===== config.mk =====
export PLATFORM = sky130hd
export DESIGN_NAME = ctrl_issue
export DESIGN_NICKNAME = d
export VERILOG_FILES = /design/src/rtl/ctrl_issue.sv
export SDC_FILE = /design/constraint.sdc
export NUM_CORES = 1
export LEC_CHECK = 0
export ABC_AREA = 1
export CORE_UTILIZATION = 39
export DETAILED_ROUTE_END_ITERATION = 6
export PLACE_DENSITY = 0.75
export SLEW_MARGIN = 20
export SYNTH_ARGS = -nofsm -noshare
export SYNTH_HDL_FRONTEND = slang
export SYNTH_SLANG_ARGS = --single-unit
export TNS_END_PERCENT = 20

===== constraint.sdc =====
create_clock -name clk -period 0.8 [get_ports clk]
set_input_delay 0.16 -clock clk [delete_from_list [all_inputs] [get_ports clk]]
set_output_delay 0.16 -clock clk [all_outputs]
set_load 0.05 [all_outputs]

===== src/rtl/ctrl_issue.sv =====
// Decode-to-execute issue control: decodes opcodeD, handles stall/flush and the execute register.
// Define CTRL_MUL_EN to build the multi-cycle MUL sequencer (MUL_BUSY state and counter).
module ctrl_issue #(
  parameter int unsigned MUL_CYCLES = 3
) (
  input  logic       clk,
  input  logic       reset,
  input  logic       instrValid,
  input  logic [3:0] opcodeD,
  input  logic       stallIn,
  input  logic       PCSrcE,
  output logic       flagUpdate,
  output logic       PCS,
  output logic       regW,
  output logic       memWriteSrc,
  output logic       memToReg,
  output logic [3:0] opcodeE,
  output logic       stallF,
  output logic       flushD,
  output logic       illegalOp,
  output logic       busy
);

  typedef struct packed {
    logic       flag_update;
    logic       pcs;
    logic       reg_w;
    logic       mem_write;
    logic       mem_to_reg;
    logic [3:0] opcode;
  } ex_bundle_t;

  localparam ex_bundle_t Bubble = '0;

  ex_bundle_t dec_bundle;
  ex_bundle_t ex_d, ex_q;
  logic       dec_illegal;
  logic       illegal_d, illegal_q;
  logic       mul_busy;
  logic       mul_last;
`ifdef CTRL_MUL_EN
  logic       dec_is_mul;
`endif

  always_comb begin
    dec_bundle  = Bubble;
    dec_illegal = 1'b0;
`ifdef CTRL_MUL_EN
    dec_is_mul  = 1'b0;
`endif
    if (instrValid) begin
      dec_bundle.opcode = opcodeD;
      case (opcodeD)
        4'h0: ;
        4'h1, 4'h2, 4'h3, 4'h4: dec_bundle.reg_w = 1'b1;
        4'h5: dec_bundle.flag_update = 1'b1;
        4'h6: begin
          dec_bundle.reg_w      = 1'b1;
          dec_bundle.mem_to_reg = 1'b1;
        end
        4'h7, 4'h8: dec_bundle.pcs = 1'b1;
        4'h9: dec_bundle.mem_write = 1'b1;
`ifdef CTRL_MUL_EN
        4'hA: begin
          dec_bundle.reg_w = 1'b1;
          dec_is_mul       = 1'b1;
        end
`endif
        default: dec_illegal = 1'b1;
      endcase
      if (dec_illegal) begin
        dec_bundle = Bubble;
      end
    end
  end

  // On MUL completion decode is still held by stallF, so a bubble (not the decode bundle) enters.
  always_comb begin
    ex_d      = ex_q;
    illegal_d = 1'b0;
    if (PCSrcE) begin
      ex_d = Bubble;
    end else if (mul_busy) begin
      if (mul_last && !stallIn) begin
        ex_d = Bubble;
      end
    end else if (!stallIn) begin
      ex_d      = dec_bundle;
      illegal_d = dec_illegal;
    end
  end

  always_ff @(posedge clk or negedge reset) begin
    if (!reset) begin
      ex_q      <= Bubble;
      illegal_q <= 1'b0;
    end else begin
      ex_q      <= ex_d;
      illegal_q <= illegal_d;
    end
  end

`ifdef CTRL_MUL_EN
  typedef enum logic [0:0] {StRun, StMulBusy} state_e;

  localparam logic [3:0] MulCntInit = 4'(MUL_CYCLES - 1);

  state_e     state_d, state_q;
  logic [3:0] cnt_d, cnt_q;

  assign mul_busy = (state_q == StMulBusy);
  assign mul_last = mul_busy && (cnt_q == 4'd1);

  always_comb begin
    state_d = state_q;
    cnt_d   = cnt_q;
    unique case (state_q)
      StRun: begin
        if (!PCSrcE && !stallIn && dec_is_mul && (MUL_CYCLES > 1)) begin
          state_d = StMulBusy;
          cnt_d   = MulCntInit;
        end
      end
      StMulBusy: begin
        if (PCSrcE) begin
          state_d = StRun;
          cnt_d   = 4'd0;
        end else if (!stallIn) begin
          cnt_d = cnt_q - 4'd1;
          if (cnt_q == 4'd1) begin
            state_d = StRun;
          end
        end
      end
      default: begin
        state_d = StRun;
        cnt_d   = 4'd0;
      end
    endcase
  end

  always_ff @(posedge clk or negedge reset) begin
    if (!reset) begin
      state_q <= StRun;
      cnt_q   <= 4'd0;
    end else begin
      state_q <= state_d;
      cnt_q   <= cnt_d;
    end
  end
`else
  logic unused_mul_cycles;

  assign unused_mul_cycles = ^MUL_CYCLES;
  assign mul_busy          = 1'b0;
  assign mul_last          = 1'b0;
`endif

  // During MUL_BUSY the write request is held back until the final occupancy cycle.
  assign regW        = mul_busy ? mul_last : ex_q.reg_w;
  assign flagUpdate  = ex_q.flag_update;
  assign PCS         = ex_q.pcs;
  assign memWriteSrc = ex_q.mem_write;
  assign memToReg    = ex_q.mem_to_reg;
  assign opcodeE     = ex_q.opcode;
  assign illegalOp   = illegal_q;
  assign busy        = mul_busy;
  assign flushD      = reset & PCSrcE;
  assign stallF      = reset & ~PCSrcE & (stallIn | mul_busy);

endmodule


After elaboration in Yosys (flattened, before gate mapping). Cells that the tools add are included. W data, S select, Z words.

Flip-flop bits (word level): 10. Bits of input ports: 9.

Muxes and demuxes: 14. Equality and inequality tests: 10. Reductions and logical operators: 4. Bitwise gates (word level): 4.

Operators with widths (count): $mux W9 (4); $eq A4 B3 Y1 const B (4); $mux W1 (10); $reduce_or A10 Y1 (1); $eq A4 B2 Y1 const B (2); $eq A4 B4 Y1 const B (2); $reduce_or A5 Y1 (1); $eq A4 B1 Y1 const B (1); $logic_not A4 Y1 (1); $and A1 B1 Y1 (3); $ne A2 B1 Y1 const B (1); $reduce_or A2 Y1 (1); $not A1 Y1 (1).

Depth between registers and ports, before layout. Gate-level depths: netlist (run 1).

Depth after elaboration: 8. Mapped depth: 6. Mapped depth without buffers: 6.

Worst setup path before layout (run 1). Ideal clock, no wire load.

Kind: in2out. Start point: in PCSrcE. End point: out stallF. Arrival time: 888 ps. Path buffers: 0. Slack: -248 ps. Stages on the path: 3. Cells stage by stage: inv_2 > nand2_1 > nor2_1.

Word-level cells in the longest chain between the ends: 3.

RTL lines: from (decl) (line 11) `input logic PCSrcE,`; $not A1 Y1 (line 169) `assign stallF = reset & ~PCSrcE & (stallIn | mul_busy);`; $and A1 B1 Y1 (2 in a row) (line 169); to (decl) (line 18) `output logic stallF,`.

No other way between the ends.

Worst setup path in the final report (run 1).
Start point: reg ex_q (netlist bit opcodeE[1]). End point: out opcodeE[1].

RTL lines: from (decl) (line 36) `ex_bundle_t ex_d, ex_q;`; from (signal assigned) (line 95) `ex_q <= Bubble;`; to (decl) (line 17) `output logic [3:0] opcodeE,`.

No word-level cell between the ends.

==> results of run 1 <==
-- where the power goes --
group	internal, mW	total [mW]	switching [mW]
registers	0.515	0.526	0.0108
clock network	0.193	0.364	0.171
logic	0.132	0.302	0.170
total	0.840	1.19	0.352
-- placed cells by master, fill, tap and decap left out, drive strengths merged, types with 2 or more instances in the layout --
| cell | synthesis | routed |
|---|---|---|
| nand2 | 29 | 29 |
| buf | 1 | 20 |
| dfrtp | 10 | 10 |
| nor2 | 10 | 10 |
| inv | 8 | 8 |
| nand3 | 5 | 5 |
| clkbuf | 0 | 5 |
| o21ai | 4 | 4 |
| dlygate4sd2 | 0 | 4 |
| clkdlybuf4s15 | 0 | 2 |
-- per-layer routing --
metal	vias up	wire (µm)
met1	280	527
met2	21	776
met5	-	0
li1	270	-
met4	0	37
met3	5	39
-- state kept, by name, indices dropped and copies added (netlist names) --
name / cells
opcodeE: 4
PCS: 1
flagUpdate: 1
illegalOp: 1
memToReg: 1
memWriteSrc: 1
regW: 1
-- final timing paths --
path	startpoint	end	slack, ns	depth (start not counted)
worst min register to register	flagUpdate	flagUpdate	0.55	2
worst max-delay path	opcodeE[1]	opcodeE[1]	-0.21	1
max in group asynchronous	reset	memWriteSrc	0.17	3
worst min-delay path	stallIn	opcodeE[2]	0.29	5
min in group asynchronous	reset	opcodeE[1]	0.48	3
worst max register to register	opcodeE[2]	opcodeE[2]	0.04	3
-- worst min-delay path, delay by kind of cell --
family / cells / cell delay [ns]
AND/OR/NAND/NOR: 3 / 0.13
buffers and inverters: 2 / 0.22
-- layout make-up --
type / count / area, µm² / area share, %
repair buffers: 28 / 385 / 40.8
flip-flops and latches: 10 / 251 / 26.7
multi-input cells: 50 / 233 / 24.7
inverters: 8 / 30.0 / 3.18
clock buffers: 4 / 26.3 / 2.79
well taps: 14 / 17.5 / 1.86
-- timing repair --
| item | CTS | global route |
|---|---|---|
| pin swaps | 5 | 1 |
| hold buffers | 1 | 0 |
| endpoints found under the setup margin | 22 | 21 |
| setup buffers | 2 | 1 |
| resized for setup | 19 | 2 |
| hold endpoints to repair | 10 | 0 |
-- stage by stage --
step	setup WS, ns	hold WS (ns)	util [%]	power, mW
after floorplan	-0.0442	-0.136	-	0.658
after CTS	-0.212	0.311	81.3	1.20
after global placement	-0.433	0.522	76.3	0.819
after detailed placement	-0.500	0.535	76.3	0.826
final	-0.207	0.285	81.6	1.19
after global routing	-0.216	0.319	81.6	1.23
-- kinds of logic after synthesis --
kind of cell / share of synthesized area (%)
other: 0.742
buffers and inverters: 7.42
DFF: 49.5
AOI/OAI and AO/OA: 3.96
and+or+nand+nor: 38.4
==> summary.md, run 1 <==
| Metric | Value |
|---|---|
| Core footprint | 1160 µm² |
| I/O Pins | 22 |
| Tcrit/Tclk final | 126% |
| Synthesis-stage register bit count | 10 |
| GRT busiest layer | met2 |
| Worst skew pair latency | 0.26 ns |
| Synth Cell Area | about 510 µm² |
| RSZ-0062 raised after global routing | true |
| Initial Util | 43.7% |
| Number of global-route vias before repair | 576 |
| Htree depth | 1 |
| Number of synthesized flops with an enable pin | 0 |
| Final Slew Violations | 0 |
| PortBufs | 20 |
| DIE HEIGHT | 38 µm |
| Vias/cell | 5.05 |
| Req. time, crit path | 0.64 ns |
| Diodes inserted | 0 |
| Sequential share of the synthesized area | a little under 50% |
| Tmin final | 1.01 ns |
| Final Cell Area | between 900 and 1000 µm² |
| Buf/Inv on CP | 1 |
| Share of cells above drive strength 1 | between 30 and 40% |
| Async set-or-reset flop fraction in the synthesized netlist | 100% |
| DRC | 0 |
| Vias | 576 |
| Crit-path cells | buf_12 |
| Horiz. Die Dim | 38 µm |
| Synth warnings | 0 |
| Dpl cell area | around 880 µm² |
| Final setup skew | 0 ns |
| First-pass GRT wire length | 2280 µm |
| CP top delay family | flip-flops |
| Hold Vio Cnt, Final | 0 |
| GRT overflow | 0 |
| CTS Sinks | 10 |
| Max Fclk | 0.993 GHz |
| Layout area overhead | 86.6% |
| Max Root-Sink Buffers | 2 |
| Outcome | complete, but fails checks |
| Grt met1 use | 24.8% |
| Critical Path AT | ~0.85 ns |
| Number of DRC markers in iteration 0 | 12 |
| Peak supply drop | 789 µV |
| Pleak | 0.484 nW |
| Top-area cell type share of the netlist area | 49.5% |
| FP Rows | 12 |
| Detail Route Antenna Nets | 0 |
| Routing usage on met2 | 45.3% |
| Synth top cells by count | nand2_1, dfrtp_1, nor2_1, nand3_1 |
| Startpoint Class | register |
| Total Routing Usage GR | 23.6% |
| Netlist cell types | 12 |
| Dpl hpwl | 1020 µm |
| CTS clock-pin slew for the worst setup and hold paths | 0.07 ns |
| Post-Synthesis Cells | 69 |
| Worst-path fanout max | 2 |
| Setup TNS | -2.00 ns |
| Primary FF master, synth | dfrtp_1 |
| Cell Pwr Density | 1260 nW/µm² |
| 1st-pass router iterations | 4 |
| Crit-path slowest cell | dfrtp_1 |
| Crit path kind | reg2out |
| Hold Path Class | in2reg |
| Area leader, netlist | dfrtp_1 |
| Most numerous cell in the Yosys netlist | nand2_1 |
| Filler Cells Inserted | 66 |
| Final GP Congestion | 0.847 |
| Die ar. | approximately 1400 µm² |
| Worst Slack Setup Final | -0.207 ns |
| Syn Area/Cell | 7.33 µm² |
| Dpl cells | around 110 |
| NumNets Final | 110 |
| Syn_nets | between 70 and 80 |
| Routing usage on met3 | 1.74% |
| Top cells by area, synth | dfrtp_1, nand2_1, nand3_1 |
| DRT Wirelength | 1380 µm |
| Root buffer cell | clkbuf_4 |
| Total of max-cap violations | 0 |
| CP max stage delay | 0.42 ns |
| Finished Layout Cells | 114 |
| Failing checks | setup timing |
| Clock buffer count from CTS | 3 |
| Initial antenna violation count | 0 |
| Largest net degree at the start of global routing | 11 |
| CTS tree | built |
| Routed WL per cell | roughly 12 µm |
| Crit. End Element | primary output |
| Final setup violating endpoints | 11 |
Power figures use the tool's default switching activity.
==> inputs of run 2 (changes only) <==
- TNS_END_PERCENT: 20 -> unset
==> summary.md, run 2 (synthesis results as in run 1) <==
| Metric | Value |
|---|---|
| Number of DRC markers in iteration 0 | 8 |
| Routed WL per cell | about 12 µm |
| Final setup violating endpoints | 10 |
| FP Rows | 12 |
| Failing checks | setup timing |
| DRC | 0 |
| Hold Vio Cnt, Final | 0 |
| Peak supply drop | approximately 1100 µV |
| Share of cells above drive strength 1 | about half |
| CP max stage delay | roughly 0.43 ns |
| Tmin final | 1.02 ns |
| CTS tree | built |
| Crit path kind | reg2out |
| Cell Pwr Density | 1310 nW/µm² |
| RSZ-0062 raised after global routing | true |
| Diodes inserted | 0 |
| PortBufs | 20 |
| Startpoint Class | register |
| Total of max-cap violations | 0 |
| Clock buffer count from CTS | 3 |
| Crit-path slowest cell | dfrtp_2 |
| Worst Slack Setup Final | -0.216 ns |
| CTS clock-pin slew for the worst setup and hold paths | 0.07 ns |
| Worst-path fanout max | 2 |
| Number of global-route vias before repair | between 500 and 600 |
| GRT busiest layer | met2 |
| Vias/cell | 4.76 |
| Initial antenna violation count | 0 |
| Routing usage on met3 | 3.49% |
| Pleak | 0.503 nW |
| First-pass GRT wire length | 2350 µm |
| Most common cell after layout, fill and taps aside | nand2_1 |
| Routing usage on met2 | ~44% |
| DRT Wirelength | 1410 µm |
| Outcome | complete, but fails checks |
| Commonest cells after routing, fill and taps aside | nand2_1, buf_12, dfrtp_2 |
| Dpl hpwl | 997 µm |
| Final setup skew | 0 ns |
| GRT overflow | 0 |
| Crit. End Element | primary output |
| Hold Path Class | in2reg |
| DIE HEIGHT | 38 µm |
| Critical Path AT | between 0.8 and 0.9 ns |
| Tcrit/Tclk final | 127% |
| Vias | 552 |
| Dpl cells | 108 |
| Max Root-Sink Buffers | 2 |
| Largest net degree at the start of global routing | 11 |
| Horiz. Die Dim | 38 µm |
| Buf/Inv on CP | 1 |
| Max Fclk | between 0.9 and 1 GHz |
| Root buffer cell | clkbuf_4 |
| Finished Layout Cells | 116 |
| CTS Sinks | 10 |
| Final core occ | between 80 and 90% |
| Largest register FFs | 4 |
| Detail Route Antenna Nets | 0 |
| Final Slew Violations | 0 |
| Die ar. | 1440 µm² |
| Layout area overhead | 98.3% |
| Core footprint | 1160 µm² |
| I/O Pins | 22 |
| Final GP Congestion | ~0.84 |
| Grt met1 use | 27.6% |
| 1st-pass router iterations | 4 |
| Total Routing Usage GR | 25.5% |
| Req. time, crit path | 0.64 ns |
| Worst skew pair latency | approximately 0.27 ns |
| NumNets Final | ~110 |
| Htree depth | 1 |
| Crit-path cells | buf_12 |
| Initial Util | 43.7% |
| CP top delay family | flip-flops |
-- run 2: cell types whose count changed in the layout (fill, tap and decap cells not counted), moves of 2 or more --
cell,delta
dfrtp_1,-8
dfrtp_2,+8
buf_4,+3
nand2_1,-3
nand2_4,+2
-- run 2: layer usage --
metal  wire (µm)  up-vias
met3          37        5
met2         748       19
met4          45        0
li1            -      275
met1         580      253
met5           0        -
-- run 2: timing repair --
item | in CTS | in global routing
setup endpoints to repair | 22 | 12
setup buffers | 1 | 2
cloned | 0 | 0
pin swaps | 4 | 1
hold buffers | 1 | 0
hold endpoints to repair | 10 | 0
resized for setup | 31 | 5
-- run 2: final cells by class --
cell class,instances,area [µm²]
clock buffer,4,36.3
multi-input combinational,50,260
fill,61,154
sequential,10,262
timing repair buffer,30,392
tap,14,17.5
inverter,8,35.0
-- run 2: stage by stage --
step	worst slack, ns	hold WS (ns)	TNS (ns)	total power [mW]	area, µm²
after floorplan	-0.0253	-0.136	-0.0253	0.659	519
after global placement	-0.426	0.507	-4.60	0.821	895
after detailed placement	-0.454	0.511	-4.84	0.826	895
after CTS	-0.213	0.268	-2.05	1.30	981
after global routing	-0.239	0.277	-2.29	1.36	1000
final	-0.216	0.261	-2.06	1.31	1000
-- run 2: worst paths after layout --
path | slack (ns) | depth (start not counted) | endpoint | start
max | -0.22 | 1 | opcodeE[3] | opcodeE[3]
min | 0.26 | 4 | illegalOp | PCSrcE
max reg2reg | 0.03 | 3 | opcodeE[3] | opcodeE[3]
min reg2reg | 0.53 | 2 | opcodeE[2] | opcodeE[2]
max in group asynchronous | 0.20 | 3 | opcodeE[1] | reset
min in group asynchronous | 0.44 | 3 | memToReg | reset
-- run 2: power breakdown --
| group | total [mW] | internal [mW] | switching [mW] |
|---|---|---|---|
| logic | 0.319 | 0.138 | 0.180 |
| registers | 0.527 | 0.517 | 0.0100 |
| clock network | 0.468 | 0.277 | 0.191 |
==> inputs of run 3 (changes only) <==
- GPL_TIMING_DRIVEN: unset -> 1
==> results of run 3 <==
Same layout as run 2: the final DEF is identical, and so are final timing and power.
